`src/rtl/mealy_seq_pkg.sv`:
```
// Shared types and width helpers for the
// parametrised Mealy pattern detector.
package mealy_seq_pkg;

  typedef enum logic {
    IDLE,
    RUN
  } state_t;

  function automatic int len_w(input int n);
    return $clog2(n + 1);
  endfunction

endpackage

```
`src/rtl/seq_prefix_match.sv`:
```
// Longest pattern prefix that ends on the
// incoming bit, limited by valid history.
module seq_prefix_match #(
  parameter int N  = 2,
  parameter int LW = 2
) (
  input  logic [N-2:0]  hist,
  input  logic          din,
  input  logic [N-1:0]  pat,
  input  logic [LW-1:0] fill,
  output logic [LW-1:0] k
);

  logic [N-1:0] cand;

  assign cand = {hist, din};

  // ascending scan: the last hit is the longest
  always_comb begin
    k = '0;
    for (int j = 1; j <= N; j++) begin
      if ((int'(fill) + 1 >= j) &&
          (((cand ^ (pat >> (N - j))) &
            ({N{1'b1}} >> (N - j))) == '0))
        k = LW'(j);
    end
  end

endmodule

```
`src/rtl/mealy_seq_detector_param.sv`:
```
// Programmable N-bit Mealy serial detector
// with overlap select and saturating count.
module mealy_seq_detector_param
  import mealy_seq_pkg::*;
#(
  parameter int           N       = 2,
  parameter logic [N-1:0] RST_PAT = 2'b11,
  parameter int           CW      = 8,
  localparam int          LW      = len_w(N)
) (
  input  logic          clk,
  input  logic          rst,
  input  logic          en,
  input  logic          din_valid,
  input  logic          din,
  input  logic          overlap,
  input  logic          pat_load,
  input  logic [N-1:0]  pat_in,
  input  logic          cnt_clr,
  output logic          match,
  output logic [CW-1:0] match_cnt,
  output logic [LW-1:0] match_len
);

  state_t state_q, state_d;

  logic [N-1:0]  pat_q;
  logic [N-2:0]  hist_q;
  logic [LW-1:0] fill_q;
  logic [LW-1:0] len_q;
  logic [LW-1:0] k;
  logic [CW-1:0] cnt_q;
  logic          acc;
  logic          hit;

  seq_prefix_match #(
    .N  (N),
    .LW (LW)
  ) u_pm (
    .hist (hist_q),
    .din  (din),
    .pat  (pat_q),
    .fill (fill_q),
    .k    (k)
  );

  always_comb begin
    state_d = state_q;
    acc     = 1'b0;
    hit     = 1'b0;
    unique case (state_q)
      IDLE: state_d = RUN;
      RUN:  acc = en & din_valid
                & ~pat_load & ~rst;
    endcase
    if (pat_load)
      state_d = IDLE;
    hit = acc & (k == LW'(N));
  end

  always_ff @(posedge clk) begin
    if (rst)
      state_q <= IDLE;
    else
      state_q <= state_d;
  end

  // only N-1 history bits can feed a match
  always_ff @(posedge clk) begin
    if (rst) begin
      pat_q  <= RST_PAT;
      hist_q <= '0;
      fill_q <= '0;
      len_q  <= '0;
    end else if (pat_load) begin
      pat_q  <= pat_in;
      fill_q <= '0;
      len_q  <= '0;
    end else if (acc) begin
      hist_q <= (hist_q << 1)
              | (N-1)'(din);
      if (hit & ~overlap) begin
        fill_q <= '0;
        len_q  <= '0;
      end else begin
        if (fill_q != LW'(N))
          fill_q <= fill_q + 1'b1;
        len_q <= k;
      end
    end
  end

  always_ff @(posedge clk) begin
    if (rst | cnt_clr)
      cnt_q <= '0;
    else if (hit && cnt_q != '1)
      cnt_q <= cnt_q + 1'b1;
  end

  assign match     = hit;
  assign match_cnt = cnt_q;
  assign match_len = len_q;

endmodule
```
`config.mk`:
```
export PLATFORM = sky130hd
export DESIGN_NAME = mealy_seq_detector_param
export DESIGN_NICKNAME = d
export VERILOG_FILES = /design/src/rtl/mealy_seq_pkg.sv /design/src/rtl/seq_prefix_match.sv /design/src/rtl/mealy_seq_detector_param.sv
export SDC_FILE = /design/constraint.sdc
export NUM_CORES = 1
export LEC_CHECK = 0
export ABC_AREA = 1
export BUFFER_PORTS_ARGS = -buffer_cell sky130_fd_sc_hd__buf_2
export CAP_MARGIN = 5
export CORE_MARGIN = 4
export CORE_UTILIZATION = 56
export DETAILED_ROUTE_END_ITERATION = 10
export PLACE_DENSITY_LB_ADDON = 0.2
export SYNTH_ARGS = -nofsm -noshare
export SYNTH_HDL_FRONTEND = slang
export SYNTH_SLANG_ARGS = --single-unit
export TNS_END_PERCENT = 100
```
`constraint.sdc`:
```
create_clock -name clk -period 2.3 [get_ports clk]
set_input_delay 0.115 -clock clk [delete_from_list [all_inputs] [get_ports clk]]
set_output_delay 0.115 -clock clk [all_outputs]
set_load 0.02 [all_outputs]
```
# Yosys cells after proc, flatten, opt, wreduce, memory -nomap -nowiden
# Cells that the tools add are included.
dict set report totals {
  ff_bits 16
  output_inout_bits 11
}
dict set report classes {
  add_sub_neg 3
  order_cmp 2
  n_eq_ne 3
  muxes 7
  bitwise 11
  n_reduce_logical 9
}
# cell count
set op_table {}
lappend op_table {{$ge A32 B3 Y1 const B} 1}
lappend op_table {{$add A8 B1 Y8 const B} 1}
lappend op_table {{$mux W2} 4}
lappend op_table {{$ne A8 B8 Y1 const B} 1}
lappend op_table {{$and A1 B1 Y1} 5}
lappend op_table {{$logic_not A2 Y1} 2}
lappend op_table {{$reduce_and A2 Y1} 2}
lappend op_table {{$add A2 B1 Y3 const B} 1}
lappend op_table {{$ge A3 B1 Y1 const B} 1}
lappend op_table {{$logic_and A1 B1 Y1} 3}
lappend op_table {{$mux W1} 3}
lappend op_table {{$not A1 Y1} 3}
lappend op_table {{$add A2 B1 Y2 const B} 1}
lappend op_table {{$eq A2 B2 Y1 const B} 1}
lappend op_table {{$ne A2 B2 Y1 const B} 1}
lappend op_table {{$reduce_bool A2 Y1} 1}
lappend op_table {{$reduce_or A2 Y1} 1}
lappend op_table {{$xor A2 B2 Y2} 1}
lappend op_table {{$or A1 B1 Y1} 1}
lappend op_table {{$xor A1 B1 Y1} 1}

# Logic depth before layout (Yosys ltp)
dict set report depth {
  word_depth 10
  ltp_mapped 8
}

# Hierarchy
# From an unflattened synthesis, not the netlist that was laid out.
dict set report unflattened {
  cells_unflattened 135
  area_unflattened_um2 938.4
}
# module n_inst cells_per_inst area_per_inst_um2 seq_area_each_um2
set by_module_without_submodules {}
lappend by_module_without_submodules {mealy_seq_detector_param 1 120 865.8 320.3}
lappend by_module_without_submodules {seq_prefix_match 1 15 72.6 0.0}

# Worst setup path after synthesis
# Ideal clock, no wire load.
dict set report synth_timing {
  path_type {flip-flop to flip-flop}
  start {reg cnt_q[0], in the netlist match_cnt[0]}
  end {reg cnt_q[0], in the netlist match_cnt[0]}
  setup_time_ns 0.070
  arrival_time_ns 1.419
  path_slack_ns 0.811
  path_stages_with_launch 7
  synth_period_minus_slack_ns 1.489
  path_cell_list {dfxtp_1 -> ha_1 -> clkbuf_1 -> nand3_4 -> nand3_2 -> nand2_1 -> a21oi_1}
}
dict set report synth_between {
  elab_chain_len 2
}
# item line
set synth_rtl {}
lappend synth_rtl {{start: declaration} mealy_seq_detector_param.sv:32} ;# logic [CW-1:0] cnt_q;
lappend synth_rtl {{start signal: assignment} mealy_seq_detector_param.sv:97} ;# cnt_q <= cnt_q + 1'b1;
lappend synth_rtl {{branches (longest 2 deep; another with $add A8 B1 Y8)} n/a}
# Parallel ways; which one is timed is not known.
# A chain may end at the register's enable or synchronous reset.

# Worst setup path in the final report
dict set report layout_timing {
  start {reg fill_q[0]}
  end {out match}
}
dict set report layout_between {
  elab_chain_len 7
}
# item line
set layout_rtl {}
lappend layout_rtl {{start: declaration} mealy_seq_detector_param.sv:29} ;# logic [LW-1:0] fill_q;
lappend layout_rtl {{start signal: assignment} mealy_seq_detector_param.sv:87} ;# fill_q <= fill_q + 1'b1;
lappend layout_rtl {{$add A2 B1 Y3 *} seq_prefix_match.sv:22} ;# if ((int'(fill) + 1 >= j) &&
lappend layout_rtl {{branches (longest 3 deep; another with $ge A32 B3 Y1)} n/a}
lappend layout_rtl {{$mux W2 *} seq_prefix_match.sv:22}
lappend layout_rtl {{$eq A2 B2 Y1 *} mealy_seq_detector_param.sv:58} ;# hit = acc & (k == LW'(N));
lappend layout_rtl {{$and A1 B1 Y1 *} mealy_seq_detector_param.sv:58}
lappend layout_rtl {{end: declaration} mealy_seq_detector_param.sv:20} ;# output logic match,
# Mark *: on every way between the ends.

==> impl_metrics.py <==
metrics = {
    "routing": {
        "via_count": 955,
        "detail-route-antenna-nets": 0,
        "postRouteWirelength_um": 2040,
        "drc": 0,
        "detailedRoute.firstPassIterationCount": 4,
        "detail_route.vias_per_cell": 5.37,
        "wl_per_cell_um": 11.5,
        "drt_iter0_drc": 30,
    },
    "critical_path": {
        "timing.setup.critical_path_class": "reg2out",
        "cpPeakStageDelay_ns": 0.35,
        "worst_path_maximum_fanout": 7,
        "worst-endpoint-required_ns": 2.18,
        "standard_cell_with_the_maximum_stage_delay_on_the_critical_path": "sky130_fd_sc_hd__dfxtp_1",
        "crit_path_end_kind": "output port",
        "setup.worst_path.start_class": "flop",
        "cp_data_arrival_time_ns": 1.64,
        "worstPathCellList": "inv_1 > ha_1 > a21oi_1 > nand3_1 > nor2_8 > buf_2",
    },
    "timing": {
        "final.setup.worst_slack_ns": 0.550,
        "timing.final.max_slew_violations": 0,
        "worst_margin_pin_slew_ns": 0.368,
        "slew_headroom_pct": 75.4,
        "finalCriticalPeriod_ns": 1.75,
        "finalSetupViolations": 0,
        "timing.fmax_mhz": 571,
        "timing.final.crit_share_pct": 76.1,
        "fin_skew_ns": 0.00166,
        "whs_ns": 0.0300,
        "rsz_0062_raised_after_global_routing": "false",
        "hold_viol": 0,
        "final.setup.tns_ns": 0,
    },
    "floorplanning": {
        "io_pins": 21,
        "die-height_um": 49.6,
        "dieArea_mm2": 0.00246,
        "initial_utilization_pct": 61.5,
        "rows": 14,
        "core_area_mm2": 0.00158,
        "die_width_um": 49.6,
    },
    "clock_network": {
        "cts_buffers": 3,
        "postCtsSetupRepairBufs": 0,
        "h_tree_level_count": 1,
        "clk_latency_ns": 0.29,
        "post_cts_clock_slew_at_the_launch_and_capture_registers_of_the_worst_setup_and_hold_paths_ns": 0.09,
        "cts_tree": "done",
        "count_of_instances_resized_after_the_clock_tree_is_built": 0,
        "holdBufCountCts": 0,
        "max-clock-path-buffers": 2,
        "clock-sinks": 16,
        "cts_root_buffer": "sky130_fd_sc_hd__clkbuf_4",
    },
    "synthesis": {
        "post_synthesis_cell_area_um2": 970,
        "synth-async-reset-ratio_pct": 0,
        "yosysSeqAreaShare_pct": 33.0,
        "synth_seq_cells": 16,
        "avgSynthCellArea_um2": 6.83,
        "syn_inst": 142,
        "synth_top_cells_by_area": "sky130_fd_sc_hd__dfxtp_1, sky130_fd_sc_hd__nand2_1, sky130_fd_sc_hd__nand3_1",
        "synth.distinct_cells": 21,
        "synthFlopType": "sky130_fd_sc_hd__dfxtp_1",
        "synth_enable_flop_cells": 0,
        "synth_area_leader_cell": "sky130_fd_sc_hd__dfxtp_1",
        "mapped_nets": 156,
        "yosysWarnings": 0,
        "post-synth-top-area-fraction_pct": 33.0,
    },
    "finish": {
        "antennaDiodeCount": 0,
        "mostFrequentLayoutCell": "sky130_fd_sc_hd__nand2_1",
        "instances_no_fill": 178,
        "postLayoutCellArea_mm2": 0.00110,
        "filler_cells_inserted": 145,
        "drive_gt1_share_pct": 19.1,
        "synth_to_layout_area_growth_pct": 13.3,
        "multiInputGateArea_um2": 556,
        "register_area_um2": 320,
        "finalNetCount": 178,
        "final_cell_mix": "sky130_fd_sc_hd__nand2_1, sky130_fd_sc_hd__buf_2, sky130_fd_sc_hd__inv_1, sky130_fd_sc_hd__dfxtp_1, sky130_fd_sc_hd__nand3_1",
    },
    "power_and_ir_drop": {
        "power.switching_fraction_pct": 24.6,
        "power_per_cell_area_mw_per_mm2": 427,
        "reported_leakage_power_nw": 0.528,
        "p_clk_share_pct": 32.6,
        "ir_drop_mv": 0.332,
        "power.internal_w": 0.000354,
        "seqPwrFrac_pct": 60.4,
        "switchingPower_w": 0.000115,
        "power_frac_comb_pct": 7.0,
    },
    "placed_design": {
        "placed_insts": 175,
        "place_area_mm2": 0.00108,
        "detailed_place_hpwl_um": 1570,
        "pre_cts_ws_ns": 0.728,
        "port_buf_inserts": 20,
        "place.gp.congestion": 0.821,
    },
    "grt": {
        "first_pass_grt_wire_length_um": 3370,
        "maximum_number_of_pins_on_one_net_before_global_route_repair": 11,
        "grt_usage_pct": 17.8,
        "busiest_layer": "met2",
        "grt.met2_usage_pct": 28.0,
        "grt_pass1_vias": 820,
        "number_of_antenna_violations_at_the_first_check_in_global_routing": 0,
        "groute.layer.met1.usage_pct": 22.2,
        "use_met3_pct": 4.22,
        "grt_remaining_overflow": 0,
    },
    "worst_hold_path": {
        "hold_path_class": "in2reg",
    },
    "job": {
        "drv.max_cap_violation_count": 0,
    },
    "run_status": {
        "outcome": "finished clean",
    },
}
## critical path: cells and delay by family (launching register included)
family          cells  cell delay, ns
simple gates        2            0.40
flops               1            0.35
buf+inv             2            0.27
fa+ha+maj           1            0.21
compound gates      1            0.11
## routing by layer
| layer | vias up | wire [um] |
|---|---|---|
| met5 | - | 0 |
| met4 | 0 | 43 |
| met3 | 5 | 127 |
| met2 | 32 | 885 |
| met1 | 422 | 985 |
| li1 | 496 | - |
## synth_stat cells, types with 2 or more instances
| library cell | n |
|---|---|
| sky130_fd_sc_hd__nand2_1 | 44 |
| sky130_fd_sc_hd__inv_1 | 18 |
| sky130_fd_sc_hd__dfxtp_1 | 16 |
| sky130_fd_sc_hd__nand3_1 | 14 |
| sky130_fd_sc_hd__a21oi_1 | 13 |
| sky130_fd_sc_hd__nor2_1 | 8 |
| sky130_fd_sc_hd__nand4_1 | 6 |
| sky130_fd_sc_hd__ha_1 | 4 |
| sky130_fd_sc_hd__o21ai_0 | 4 |
| sky130_fd_sc_hd__buf_2 | 2 |
| sky130_fd_sc_hd__nor2_8 | 2 |
| sky130_fd_sc_hd__xor2_1 | 2 |
## area by class of cell
type,count,share of cell area (%)
clock buffer,3,2.05
timing repair buffer,20,9.11
tap,16,1.82
sequential,16,29.2
multi-input combinational,103,50.6
inverter,20,7.29
## worst paths after layout
kind                startpoint  cells after the start      endpoint  slack [ns]
setup / recovery     fill_q[0]                      6         match        0.55
hold / removal       pat_in[1]                      3      pat_q[1]        0.03
setup reg to reg     fill_q[0]                      8  match_cnt[0]        0.68
hold reg to reg   match_len[1]                      2  match_len[1]        0.47
## power groups by stage
| stage | combinational [W] | sequential [W] | clock (W) |
|---|---|---|---|
| 2_1_floorplan | 0.0000182 | 0.000289 | 0 |
| 3_3_place_gp | 0.0000322 | 0.000290 | 0 |
| 3_5_place_dp | 0.0000330 | 0.000290 | 0 |
| 4_1_cts | 0.0000331 | 0.000283 | 0.000157 |
| 5_1_grt | 0.0000366 | 0.000284 | 0.000171 |
| 6_report | 0.0000331 | 0.000283 | 0.000153 |
## per-stage QoR
stage	util [%]	total power, W
floorplan	-	0.000307
CTS	69.7	0.000473
finish	69.7	0.000469
global route	69.7	0.000491
global placement	68.3	0.000322
detailed placement	68.3	0.000323
## logic make-up after synthesis
logic type                 synth area share (%)
xor gates and xnor gates                   1.81
DFF                                        33.0
and+or+nand+nor                            40.8
adders and majority gates                  5.16
buffers and inverters                      9.68
AOI/OAI and AO/OA                          9.55
## registers in the layout, indices dropped and copies added (netlist names)
signal / count
fill_q: 2
hist_q: 1
match_cnt: 8
match_len: 2
pat_q: 2
state_q: 1
(Power assumes the default switching activity.)
